==> src/rtl/conv_layer_sequencer_if.sv <==
// Activation input handshake for the binarised conv layer sequencer.
// The pixel source drives through the master modport, the sequencer
// consumes through the slave modport.
interface conv_layer_sequencer_if #(
  parameter int CH_IN = 64
) ();
  logic [CH_IN-1:0] act_in;
  logic             act_in_valid;
  logic             act_in_ready;

  modport master (output act_in, output act_in_valid, input act_in_ready);
  modport slave  (input act_in, input act_in_valid, output act_in_ready);
endinterface

==> src/rtl/conv_layer_sequencer.sv <==
// Streaming control for one binarised conv layer: accepts activation
// pixels, issues one line-buffer shift per slot of FOLD cycles, appends
// zero flush pixels for the padded border, and times the threshold /
// max-pool / output valid strobes through short valid pipes.
// Optional feature: define CONV_SEQ_STALL_CNT_EN to add a saturating
// stall_cnt_o output counting RUN cycles starved of input pixels.
module conv_layer_sequencer #(
  parameter int CH_IN      = 64,
  parameter int W_IN       = 32,
  parameter int H_IN       = 32,
  parameter int PAD        = 1,
  parameter int FOLD       = 2,
  parameter int TH_LAT     = 2,
  parameter int MAXPOOL_EN = 1,
  parameter int KMP        = 2,
  parameter int MP_LAT     = 2,
  localparam int FOLDW     = (FOLD > 1) ? $clog2(FOLD) : 1
) (
  input  logic                       clk,
  input  logic                       reset,
  input  logic                       start_i,
  conv_layer_sequencer_if.slave      act_if,
  output logic [CH_IN-1:0]           stream_act_o,
  output logic                       stream_act_en_o,
  output logic [FOLDW-1:0]           fold_add_o,
  output logic                       stream_maxpool_en_o,
  output logic                       out_valid_o,
  output logic                       busy_o,
`ifdef CONV_SEQ_STALL_CNT_EN
  output logic [15:0]                stall_cnt_o,
`endif
  output logic                       done_o
);

  localparam int WIN_LAT = PAD * W_IN + PAD;
  localparam int NPIX    = H_IN * W_IN;
  localparam int NSLOT   = NPIX + WIN_LAT;
  localparam int CNTW    = $clog2(NSLOT + 1);
  localparam int COLW    = (W_IN > 1) ? $clog2(W_IN) : 1;
  localparam int ROWW    = (H_IN > 1) ? $clog2(H_IN) : 1;
  localparam int MPD     = TH_LAT + MP_LAT;

  typedef enum logic [1:0] {S_IDLE, S_RUN, S_FLUSH, S_DRAIN} state_t;

  state_t            state_q, state_d;
  logic [FOLDW-1:0]  fold_q, fold_d;
  logic [CNTW-1:0]   pix_q, pix_d;
  logic [TH_LAT-1:0] th_pipe_q;

  logic frame_start;
  logic slot_start;
  logic in_slot;
  logic slot_end;
  logic produces;
  logic pipe_empty;

  // A slot begins on fold 0 when a pixel is handed over (RUN) or
  // unconditionally during the border flush; once begun it never stalls.
  assign frame_start = (state_q == S_IDLE) && start_i;
  assign slot_start  = (fold_q == '0) &&
                       (((state_q == S_RUN) && act_if.act_in_valid) || (state_q == S_FLUSH));
  assign in_slot     = slot_start || (fold_q != '0);
  assign slot_end    = in_slot && (fold_q == FOLDW'(FOLD - 1));
  // The first WIN_LAT slots only prime the line buffer.
  assign produces    = (pix_q >= CNTW'(WIN_LAT));

  assign act_if.act_in_ready = (state_q == S_RUN) && (fold_q == '0);
  assign stream_act_en_o     = slot_start;
  assign stream_act_o        = (slot_start && (state_q == S_RUN)) ? act_if.act_in : '0;
  assign fold_add_o          = fold_q;
  assign busy_o              = (state_q != S_IDLE);
  assign stream_maxpool_en_o = th_pipe_q[TH_LAT-1];

  // Next-state, fold sweep, slot counting and the done strobe.
  always_comb begin
    state_d = state_q;
    fold_d  = fold_q;
    pix_d   = pix_q;
    done_o  = 1'b0;
    if (in_slot) begin
      fold_d = slot_end ? '0 : fold_q + FOLDW'(1);
    end
    case (state_q)
      S_IDLE: begin
        if (start_i) begin
          state_d = S_RUN;
          pix_d   = '0;
          fold_d  = '0;
        end
      end
      S_RUN: begin
        if (slot_end) begin
          pix_d = pix_q + CNTW'(1);
          if (pix_q == CNTW'(NPIX - 1)) begin
            state_d = (WIN_LAT == 0) ? S_DRAIN : S_FLUSH;
          end
        end
      end
      S_FLUSH: begin
        if (slot_end) begin
          pix_d = pix_q + CNTW'(1);
          if (pix_q == CNTW'(NSLOT - 1)) begin
            state_d = S_DRAIN;
          end
        end
      end
      S_DRAIN: begin
        if (pipe_empty) begin
          done_o  = 1'b1;
          state_d = S_IDLE;
        end
      end
      default: state_d = S_IDLE;
    endcase
  end

  // State, fold and slot counter registers.
  always_ff @(posedge clk) begin
    if (reset) begin
      state_q <= S_IDLE;
      fold_q  <= '0;
      pix_q   <= '0;
    end else begin
      state_q <= state_d;
      fold_q  <= fold_d;
      pix_q   <= pix_d;
    end
  end

  // Threshold-complete pipe: one bit per producing slot, TH_LAT deep.
  always_ff @(posedge clk) begin
    if (reset) begin
      th_pipe_q <= '0;
    end else begin
      th_pipe_q[0] <= slot_end && produces;
      for (int i = 1; i < TH_LAT; i++) begin
        th_pipe_q[i] <= th_pipe_q[i-1];
      end
    end
  end

  generate
    if (MAXPOOL_EN != 0) begin : g_mp
      logic [COLW-1:0] col_q;
      logic [ROWW-1:0] row_q;
      logic [MPD-1:0]  mp_pipe_q;
      logic            corner;

      // Only the bottom-right pixel of each KMP x KMP window yields output.
      assign corner = ((32'(row_q) % KMP) == KMP - 1) && ((32'(col_q) % KMP) == KMP - 1);

      // Output position tracker, advanced once per producing slot.
      always_ff @(posedge clk) begin
        if (reset || frame_start) begin
          col_q <= '0;
          row_q <= '0;
        end else if (slot_end && produces) begin
          if (col_q == COLW'(W_IN - 1)) begin
            col_q <= '0;
            row_q <= (row_q == ROWW'(H_IN - 1)) ? '0 : row_q + ROWW'(1);
          end else begin
            col_q <= col_q + COLW'(1);
          end
        end
      end

      // Max-pool output pipe: corner slots travel TH_LAT+MP_LAT cycles.
      always_ff @(posedge clk) begin
        if (reset) begin
          mp_pipe_q <= '0;
        end else begin
          mp_pipe_q[0] <= slot_end && produces && corner;
          for (int i = 1; i < MPD; i++) begin
            mp_pipe_q[i] <= mp_pipe_q[i-1];
          end
        end
      end

      assign out_valid_o = mp_pipe_q[MPD-1];
      assign pipe_empty  = (th_pipe_q == '0) && (mp_pipe_q == '0);
    end else begin : g_th_out
      assign out_valid_o = th_pipe_q[TH_LAT-1];
      assign pipe_empty  = (th_pipe_q == '0);
    end
  endgenerate

`ifdef CONV_SEQ_STALL_CNT_EN
  logic [15:0] stall_cnt_q;

  // Saturating count of RUN cycles waiting on an absent input pixel.
  always_ff @(posedge clk) begin
    if (reset || frame_start) begin
      stall_cnt_q <= '0;
    end else if ((state_q == S_RUN) && act_if.act_in_ready && !act_if.act_in_valid &&
                 (stall_cnt_q != 16'hFFFF)) begin
      stall_cnt_q <= stall_cnt_q + 16'd1;
    end
  end

  assign stall_cnt_o = stall_cnt_q;
`endif

endmodule

==> src/flat_wrapper.sv <==
// flat-port wrapper written by rule: the top's interface ports become plain ports
module conv_layer_sequencer_flat 
#(
  parameter int CH_IN      = 64,
  parameter int W_IN       = 32,
  parameter int H_IN       = 32,
  parameter int PAD        = 1,
  parameter int FOLD       = 2,
  parameter int TH_LAT     = 2,
  parameter int MAXPOOL_EN = 1,
  parameter int KMP        = 2,
  parameter int MP_LAT     = 2,
  localparam int FOLDW     = (FOLD > 1) ? $clog2(FOLD) : 1
)
  (clk, reset, start_i, stream_act_o, stream_act_en_o, fold_add_o, stream_maxpool_en_o, out_valid_o, busy_o, done_o, act_if_act_in, act_if_act_in_valid, act_if_act_in_ready);
  conv_layer_sequencer_if #(.CH_IN(CH_IN)) act_if_i ();
  input  logic clk;
  input  logic reset;
  input  logic start_i;
  output logic [CH_IN-1:0] stream_act_o;
  output logic stream_act_en_o;
  output logic [FOLDW-1:0] fold_add_o;
  output logic stream_maxpool_en_o;
  output logic out_valid_o;
  output logic busy_o;
  output logic done_o;
  input wire logic [$bits(act_if_i.act_in)-1:0] act_if_act_in;
  input wire logic [$bits(act_if_i.act_in_valid)-1:0] act_if_act_in_valid;
  output wire logic [$bits(act_if_i.act_in_ready)-1:0] act_if_act_in_ready;
  assign act_if_i.act_in = act_if_act_in;
  assign act_if_i.act_in_valid = act_if_act_in_valid;
  assign act_if_act_in_ready = act_if_i.act_in_ready;
  conv_layer_sequencer #(.CH_IN(CH_IN), .W_IN(W_IN), .H_IN(H_IN), .PAD(PAD), .FOLD(FOLD), .TH_LAT(TH_LAT), .MAXPOOL_EN(MAXPOOL_EN), .KMP(KMP), .MP_LAT(MP_LAT)) u_core (.clk(clk), .reset(reset), .start_i(start_i), .act_if(act_if_i), .stream_act_o(stream_act_o), .stream_act_en_o(stream_act_en_o), .fold_add_o(fold_add_o), .stream_maxpool_en_o(stream_maxpool_en_o), .out_valid_o(out_valid_o), .busy_o(busy_o), .done_o(done_o));
endmodule
==> config.mk <==
export PLATFORM = sky130hd
export DESIGN_NAME = conv_layer_sequencer_flat
export DESIGN_NICKNAME = d
export VERILOG_FILES = /design/src/rtl/conv_layer_sequencer_if.sv /design/src/rtl/conv_layer_sequencer.sv /design/src/flat_wrapper.sv
export SDC_FILE = /design/constraint.sdc
export NUM_CORES = 1
export LEC_CHECK = 0
export CORE_MARGIN = 1
export CORE_UTILIZATION = 30
export CTS_CLUSTER_SIZE = 28
export DETAILED_ROUTE_END_ITERATION = 16
export PLACE_DENSITY_LB_ADDON = 0.12
export SYNTH_ARGS = -nofsm -noshare
export SYNTH_HDL_FRONTEND = slang
export SYNTH_SLANG_ARGS = --single-unit
==> constraint.sdc <==
create_clock -name clk -period 4.1 [get_ports clk]
set_input_delay 0.41 -clock clk [delete_from_list [all_inputs] [get_ports clk]]
set_output_delay 0.41 -clock clk [all_outputs]
set_load 0.02 [all_outputs]
### Yosys cells after proc, flatten, opt, wreduce, memory -nomap -nowiden

Cells that the tools add are included.

* bits in registers: 30
* bits of input ports: 68
* output and inout bits: 71
* logic and storage cells: 68

* add/sub/neg operators: 4
* $lt $le $gt $ge: 1
* equal/unequal tests: 14
* muxes and demuxes: 19
* bitwise gates (word level): 1
* reductions and logical operators: 22

Operators by type and width (number)
* 64-bit two-way mux: 1
* 11-bit two-way mux: 2
* 11-bit one-hot mux with 2 select lines: 1
* 2-bit two-way mux: 6
* 11-bit by 1-bit adder with 11-bit output, second input constant: 1
* 11-bit by 10-bit equality test with 1-bit output, second input constant: 1
* 11-bit equality test, second input constant: 1
* 11-bit by 6-bit greater-or-equal comparator with 1-bit output, second input constant: 1
* 5-bit by 1-bit adder with 5-bit output, second input constant: 2
* 5-bit equality test, second input constant: 2
* 1-bit logical AND: 10
* 5-bit two-way mux: 2
* 2-bit by 1-bit != test with 1-bit output, second input constant: 4
* 2-bit one-hot mux with 4 select lines: 1
* 1-bit two-way mux: 6
* 2-bit != test, second input constant: 3
* 6-bit AND reduction: 1
* 2-bit equality test, second input constant: 2
* 2-bit logical NOT: 2
* 4-bit logical NOT: 1
* 2-bit nonzero test: 2
* 1-bit logical OR: 3
* 3-bit AND reduction: 1
* 2-bit by 1-bit equality test with 1-bit output, second input constant: 1
* other kinds (4): 4

### Longest topological paths before layout

Gate-level depths: netlist of the first run.

* depth after elaboration: 10
* gate-level depth with buffers: 7
* depth with buffers taken out: 7

### Least setup slack after synthesis of the first run

Ideal clock, no wire load.

* path type: register to output
* start point: reg u_core.state_q[1]
* end point: out stream_act_o[10]
* arrival: 1.726 ns
* required time: 3.690 ns
* path slack: 1.964 ns
* cell stages (with the launch flop): 8
* path buffers: 1
* cell sequence: dfxtp_1 inv_1 ha_1 inv_1 nor2_1 o21a_1 clkbuf_1 and2_1

* word-level cells in the longest chain between the ends: 6
* elaborated cells on any way between the ends: 7
* classes of those cells: 2 x eq/ne; 1 x mux; 4 x reduce/logical

RTL lines
* from (decl): RTL line conv_layer_sequencer.sv:45 `state_t state_q, state_d;`
* from (signal assigned): RTL line conv_layer_sequencer.sv:124 `state_q <= state_d;`
* 2-bit by 1-bit equality test with 1-bit output: RTL line conv_layer_sequencer.sv:61, conv_layer_sequencer.sv:69
* 1-bit logical AND: RTL line conv_layer_sequencer.sv:61 `(((state_q == S_RUN) && act_if.act_in_valid) || (state_q == S_FLUSH));`
* 1-bit logical OR: RTL line conv_layer_sequencer.sv:61
* 1-bit logical AND: RTL line conv_layer_sequencer.sv:60 `assign slot_start = (fold_q == '0) &&`
* 1-bit logical AND *: RTL line conv_layer_sequencer.sv:69 `assign stream_act_o = (slot_start && (state_q == S_RUN)) ? act_if.act_in : '0;`
* 64-bit two-way mux *: RTL line conv_layer_sequencer.sv:69
* to (decl): RTL line flat_wrapper.sv:20 `output logic [CH_IN-1:0] stream_act_o;`

Every way passes the cells marked *; elsewhere a longest branch is shown, timed or not.

### Final worst setup path of the first run

* start point: reg u_core.state_q[1]
* end point: out stream_act_o[49]

Same word-level chain as after synthesis.

==> flow_metrics.tcl, run 1 <==
set metrics [dict create \
    outcome "finished, final reports clean" \
    p_leak_nw 1.37 \
    cts_root_buf "clkbuf_8" \
    h-tree-depth 2 \
    path_buf_inv 4 \
    core-area_um2 6310 \
    worstPathRequired_ps 3690 \
    grt_max_degree 65 \
    die_area_um2 6850 \
    hold_viol_final 0 \
    slowest_stage "clkdlybuf4s50_1" \
    synth_top_area_share_pct 30.7 \
    hold_buffers 0 \
    min_path_type "reg -> reg" \
    die_w_um 82.7 \
    rsz0062_at_grt "false" \
    slowest_delay_ps 650 \
    final_max_slew_viol_count 0 \
    ys_warn_count 0 \
    start_kind "flop" \
    synth_seq_cells 30 \
    syn_avg_cell_area_um2 8.22 \
    synth_cell_type_count 38 \
    tns_ps 0 \
    numCtsBuffers 5 \
    clk_path_buf_depth 2 \
    crit_arrival_ps 2500 \
    syn_to_final_growth_pct 78.8 \
    synth-edff-count 0 \
    rrSetupSlack_ps 2030 \
    wire_per_inst_um 14.2 \
    globalRouteTotalUtil_pct 19.8 \
    fp-row-count 29 \
    path_class "reg -> out" \
    synth_ff_type "dfxtp_1" \
    grt_pass1_wl_um 10000 \
    grt_pass1_vias 2018 \
    overflow 0 \
    viasPerCell 4.55 \
    min_period_over_period_pct 70.9 \
    tritoncts "built" \
    globalplace.congestion 0.790 \
    drive_gt1_share_pct 4.26 \
    tightest_slew_ps 1070 \
    end_kind "primary output" \
    drt_iter0_markers 105 \
    critPathTopFamily "buffers and inverters" \
    finalWirelength_um 6450 \
    portBuffers 138 \
    clk_pin_slew_ps 70 \
    max_slew_margin_pct 28.3 \
    finClkSkew_ps 7.70 \
    fmax_mhz 344 \
    path_cells "inv_1 -> ha_1 -> inv_1 -> nor2_1 -> o21a_1 -> buf_4 -> and2_1 -> clkdlybuf4s50_1" \
    synthesis.instances 238 \
    ctsResizeCount 0 \
    initial_core_util_pct 31.0 \
    p_per_area_nw_per_um2 391 \
    ys_seq_area_share_pct 30.7 \
    antenna_found_initial 0 \
    layout.nets 455 \
    diodes 0 \
    post-cts-setup-buffers 0 \
    ir_drop_uv 212 \
    design_area_um2 3500 \
    yosys.area.top_type "dfxtp_1" \
    period_needed_ps 2910 \
    vias 2059 \
    placed_cell_area_um2 3410 \
    cts_num_sinks 30 \
    die_h_um 82.7 \
    critPathMaxFanout 64 \
    clk_latency_ps 280 \
    netlist_top_cells_area "dfxtp_1 (31%), and2_1 (21%), ha_1 (7.7%)" \
    drt_pass1_iterations 4 \
    async_flop_share_pct 0 \
    cap_violations 0 \
    critPathMostFrequentCell "inv_1" \
    io_pins 139 \
    post-route-util_pct 55.4 \
    final-setup-viol-count 0 \
    dp_hpwl_um 5180 \
    synth_nets 318 \
    syn_area_um2 1960 \
    total_power_w 0.00137 \
    postRouteAntennaNets 0 \
    drc_errors 0 \
]
through the flow:
step	setup slack, ps	hold WS [ps]	cells
2_1_floorplan	1960	438	238
3_5_place_dp	1390	459	445
3_3_place_gp	1410	463	445
6_report	1190	469	453
5_1_grt	971	486	453
4_1_cts	1130	473	453
cell usage after synthesis, drive strengths merged (2+ instances only):
cell type  instances
dfxtp             30
nand3              6
nand2             11
o21ai              6
or4                2
nor2b              6
nand4              4
a31oi              4
nor3               5
or4b               2
nor2              19
inv                8
nor4               4
or3                2
ha                12
xor2               8
and3               6
and2              66
nand2b             3
clkbuf             9
a21oi             10
mux2i              4
placed cells by master, fill, tap and decap left out, types with 2 or more instances in the layout:
cell             synthesis  layout
or4b_1                   2       2
and2_1                  66      66
inv_1                    8       8
xor2_1                   8       8
nor3_2                   2       2
o21ai_0                  5       5
nand2b_1                 3       3
clkbuf_8                 0       6
nor2_1                  19      19
nor3_1                   3       3
nand3_1                  6       6
and3_1                   6       6
or3_1                    2       2
a31oi_1                  4       4
mux2i_1                  4       4
nor2b_1                  6       6
a21oi_1                 10      10
nand2_1                 11      11
ha_1                    12      12
clkdlybuf4s50_1          0     138
nor4_1                   2       2
nand4_1                  4       4
dfxtp_1                 30      30
or4_1                    2       2
per-layer routing:
metal	vias to the layer above	track usage (%)	wire length, um
li1	1073	-	-
met3	6	7.47	506
met1	906	22.9	2730
met4	0	2.76	40
met5	-	0	0
met2	74	35.2	3180
layout make-up:
type / count / area, um2
clock buffer: 7 / 86.3
clock inverter: 1 / 5.00
fill: 594 / 2820
inverter: 8 / 30.0
multi-input combinational: 191 / 1290
sequential: 30 / 601
tap: 77 / 96.3
timing repair buffer: 139 / 1390
final timing paths:
path                                 start                  endpoint  cells past startpoint
hold / removal    u_core.g_mp.mp_pipe_q[2]  u_core.g_mp.mp_pipe_q[3]                      1
setup / recovery         u_core.state_q[1]          stream_act_o[49]                      8
hold reg to reg   u_core.g_mp.mp_pipe_q[2]  u_core.g_mp.mp_pipe_q[3]                      1
setup reg to reg         u_core.state_q[0]           u_core.pix_q[6]                      4
sequential cells by signal, summed over array words and instances (netlist names):
signal                 cells
u_core.g_mp.row_q          5
u_core.th_pipe_q           2
u_core.pix_q              11
u_core.g_mp.mp_pipe_q      4
u_core.fold_add_o          1
u_core.state_q             2
u_core.g_mp.col_q          5
where the power goes:
| group | internal, W | total (W) | switching (W) | leakage, nW |
|---|---|---|---|---|
| sequential | 0.000307 | 0.000327 | 0.0000199 | 0.242 |
| combinational | 0.000375 | 0.000795 | 0.000420 | 1.08 |
| clock | 0.000135 | 0.000246 | 0.000111 | 0.0482 |
| total | 0.000817 | 0.00137 | 0.000551 | 1.37 |
kinds of logic after synthesis:
family | share of synthesized area [%]
XOR/XNOR | 3.58
adder cells (fa/ha/maj) | 7.68
flip-flops | 30.7
AND/OR/NAND/NOR | 42.4
AO/OA/AOI/OAI | 9.66
multiplexers | 2.62
buffers and inverters | 3.33
No activity file was read; power rests on OpenSTA's default activity.
==> run 2: changes to the inputs <==
Clock period 4.1 ns to 2.67 ns, I/O delays scaled along.
==> flow_metrics.tcl, run 2 (synthesis results as in run 1) <==
set metrics [dict create \
    cts_num_sinks 30 \
    grt_pass1_vias 1977 \
    clk_latency_ps 270 \
    io_pins 139 \
    largest_reg_flops 11 \
    start_kind "flop" \
    hold_buffers 0 \
    path_cells "inv_1 -> ha_1 -> inv_1 -> nor2_1 -> o21a_2 -> clkbuf_16 -> and2_1 -> dlymetal6s2s_1" \
    portBuffers 138 \
    rrSetupSlack_ps 700 \
    antenna_found_initial 0 \
    overflow 0 \
    fin_cells 456 \
    rr_endpoint "u_core.pix_q[4]" \
    rsz0062_at_grt "false" \
    p_leak_nw 2.53 \
    grt_busiest_layer "met2" \
    layout_commonest_cell "clkdlybuf4s50_1" \
    dp_cells 447 \
    viasPerCell 4.69 \
    outcome "finished, final reports clean" \
    critPathMaxFanout 32 \
    crit_arrival_ps 1940 \
    min_period_over_period_pct 82.8 \
    syn_to_final_growth_pct 89.8 \
    met1_usage_pct 22.0 \
    clk_path_buf_depth 2 \
    period_needed_ps 2210 \
    fill_cells 577 \
    slowest_stage "dfxtp_1" \
    grt_pass1_wl_um 9740 \
    postRouteAntennaNets 0 \
    grt_use_met3_pct 6.70 \
    slowest_delay_ps 340 \
    cap_violations 0 \
    reg2reg_depth 7 \
    tritoncts "built" \
    final-setup-viol-count 0 \
    layout.nets 458 \
    wire_per_inst_um 14.8 \
    min_path_type "reg -> reg" \
    drive_gt1_share_pct 5.28 \
    grt_max_degree 65 \
    max_slew_margin_pct 64.1 \
    critPathMostFrequentCell "inv_1" \
    min_to "u_core.g_mp.mp_pipe_q[3]" \
    dp_hpwl_um 5270 \
    core-area_um2 6310 \
    numCtsBuffers 5 \
    end_kind "primary output" \
    biggestRegsByFlops "u_core.pix_q: 11 flops, u_core.g_mp.col_q: 5 flops, u_core.g_mp.row_q: 5 flops" \
    final_max_slew_viol_count 0 \
    most-common-layout-cells "clkdlybuf4s50_1 (74), and2_1 (66), dlymetal6s2s_1 (64)" \
    drt_pass1_iterations 4 \
    min_path_cells 1 \
    worstPathRequired_ps 2400 \
    fp-row-count 29 \
    die_w_um 82.7 \
    globalplace.congestion 0.769 \
    h-tree-depth 2 \
    finalWirelength_um 6760 \
    drt_iter0_markers 77 \
    regMostFlops "u_core.pix_q" \
    regArea_um2 601 \
    r2r-start "u_core.state_q[0]" \
    multi_input_area_um2 1290 \
    die_area_um2 6850 \
    post-cts-setup-buffers 0 \
    tightest_slew_ps 536 \
    vias 2140 \
    hold_start "u_core.g_mp.mp_pipe_q[2]" \
    finClkSkew_ps 2.89 \
    diodes 0 \
    fmax_mhz 452 \
    clk_pin_slew_ps 60 \
    use_met2_pct 33.9 \
    globalRouteTotalUtil_pct 19.1 \
    die_h_um 82.7 \
    ir_drop_uv 341 \
    path_class "reg -> out" \
    initial_core_util_pct 31.0 \
    tns_ps 0 \
    drc_errors 0 \
    cts_root_buf "clkbuf_8" \
    p_per_area_nw_per_um2 573 \
    hold_viol_final 0 \
]
run 2: cell count changes in the layout (fill, tap and decap cells not counted):
| cell | previous run | this run |
|---|---|---|
| buf_12 | 0 | 1 |
| buf_4 | 1 | 2 |
| clkbuf_16 | 0 | 1 |
| clkdlybuf4s50_1 | 138 | 74 |
| dlymetal6s2s_1 | 0 | 64 |
| o21a_1 | 1 | 0 |
| o21a_2 | 0 | 1 |
run 2: metrics by stage:
step	total power [W]	util, %	area [um2]	worst slack [ps]	hold WS (ps)
4_1_cts	0.00215	55.8	3520	28.5	471
5_1_grt	0.00226	58.8	3710	249	489
3_3_place_gp	0.00176	54.4	3430	407	461
3_5_place_dp	0.00177	54.4	3430	358	454
2_1_floorplan	0.00118	-	1960	677	438
6_report	0.00213	58.8	3710	458	470
run 2: what timing repair did:
item	4_1_cts	5_1_grt
setup endpoints to repair	0	64
resized for setup	0	65
hold endpoints to repair	0	0
run 2: cell type report:
class,count,area share (%)
clock inverter,1,0.135
sequential,30,16.2
multi-input combinational,191,34.8
inverter,8,0.809
tap,77,2.60
timing repair buffer,142,43.2
clock buffer,7,2.33
run 2: report_power, final:
| group | switching [W] | internal, W | total (W) |
|---|---|---|---|
| Sequential | 0.0000224 | 0.000472 | 0.000494 |
| Clock | 0.000165 | 0.000208 | 0.000372 |
| Combinational | 0.000667 | 0.000592 | 0.00126 |
run 2: worst max-delay path, delay by kind of cell, from the launching register on:
kind                     cells  cell delay, ps
AND/OR/NAND/NOR              2             300
flip-flops                   1             340
buffers and inverters        4             610
AO/OA/AOI/OAI                1             230
adder cells (fa/ha/maj)      1             190
run 2: worst max path at each step:
stage | start | end | slack, ps | cells after the start
2_1_floorplan | u_core.state_q[1] | stream_act_o[10] | 680 | 7
3_3_place_gp | u_core.state_q[1] | stream_act_o[50] | 410 | 8
3_5_place_dp | u_core.state_q[1] | stream_act_o[49] | 360 | 8
4_1_cts | u_core.state_q[1] | stream_act_o[24] | 30 | 8
5_1_grt | u_core.state_q[1] | stream_act_o[33] | 250 | 8
6_report | u_core.state_q[1] | stream_act_o[33] | 460 | 8
run 2: metal layers:
| layer | wire, um | vias to the layer above | share of wire (%) |
|---|---|---|---|
| met5 | 0 | - | 0 |
| met3 | 524 | 4 | 7.8 |
| met2 | 3460 | 75 | 51 |
| li1 | - | 1078 | - |
| met1 | 2740 | 983 | 41 |
| met4 | 33 | 0 | 0.49 |
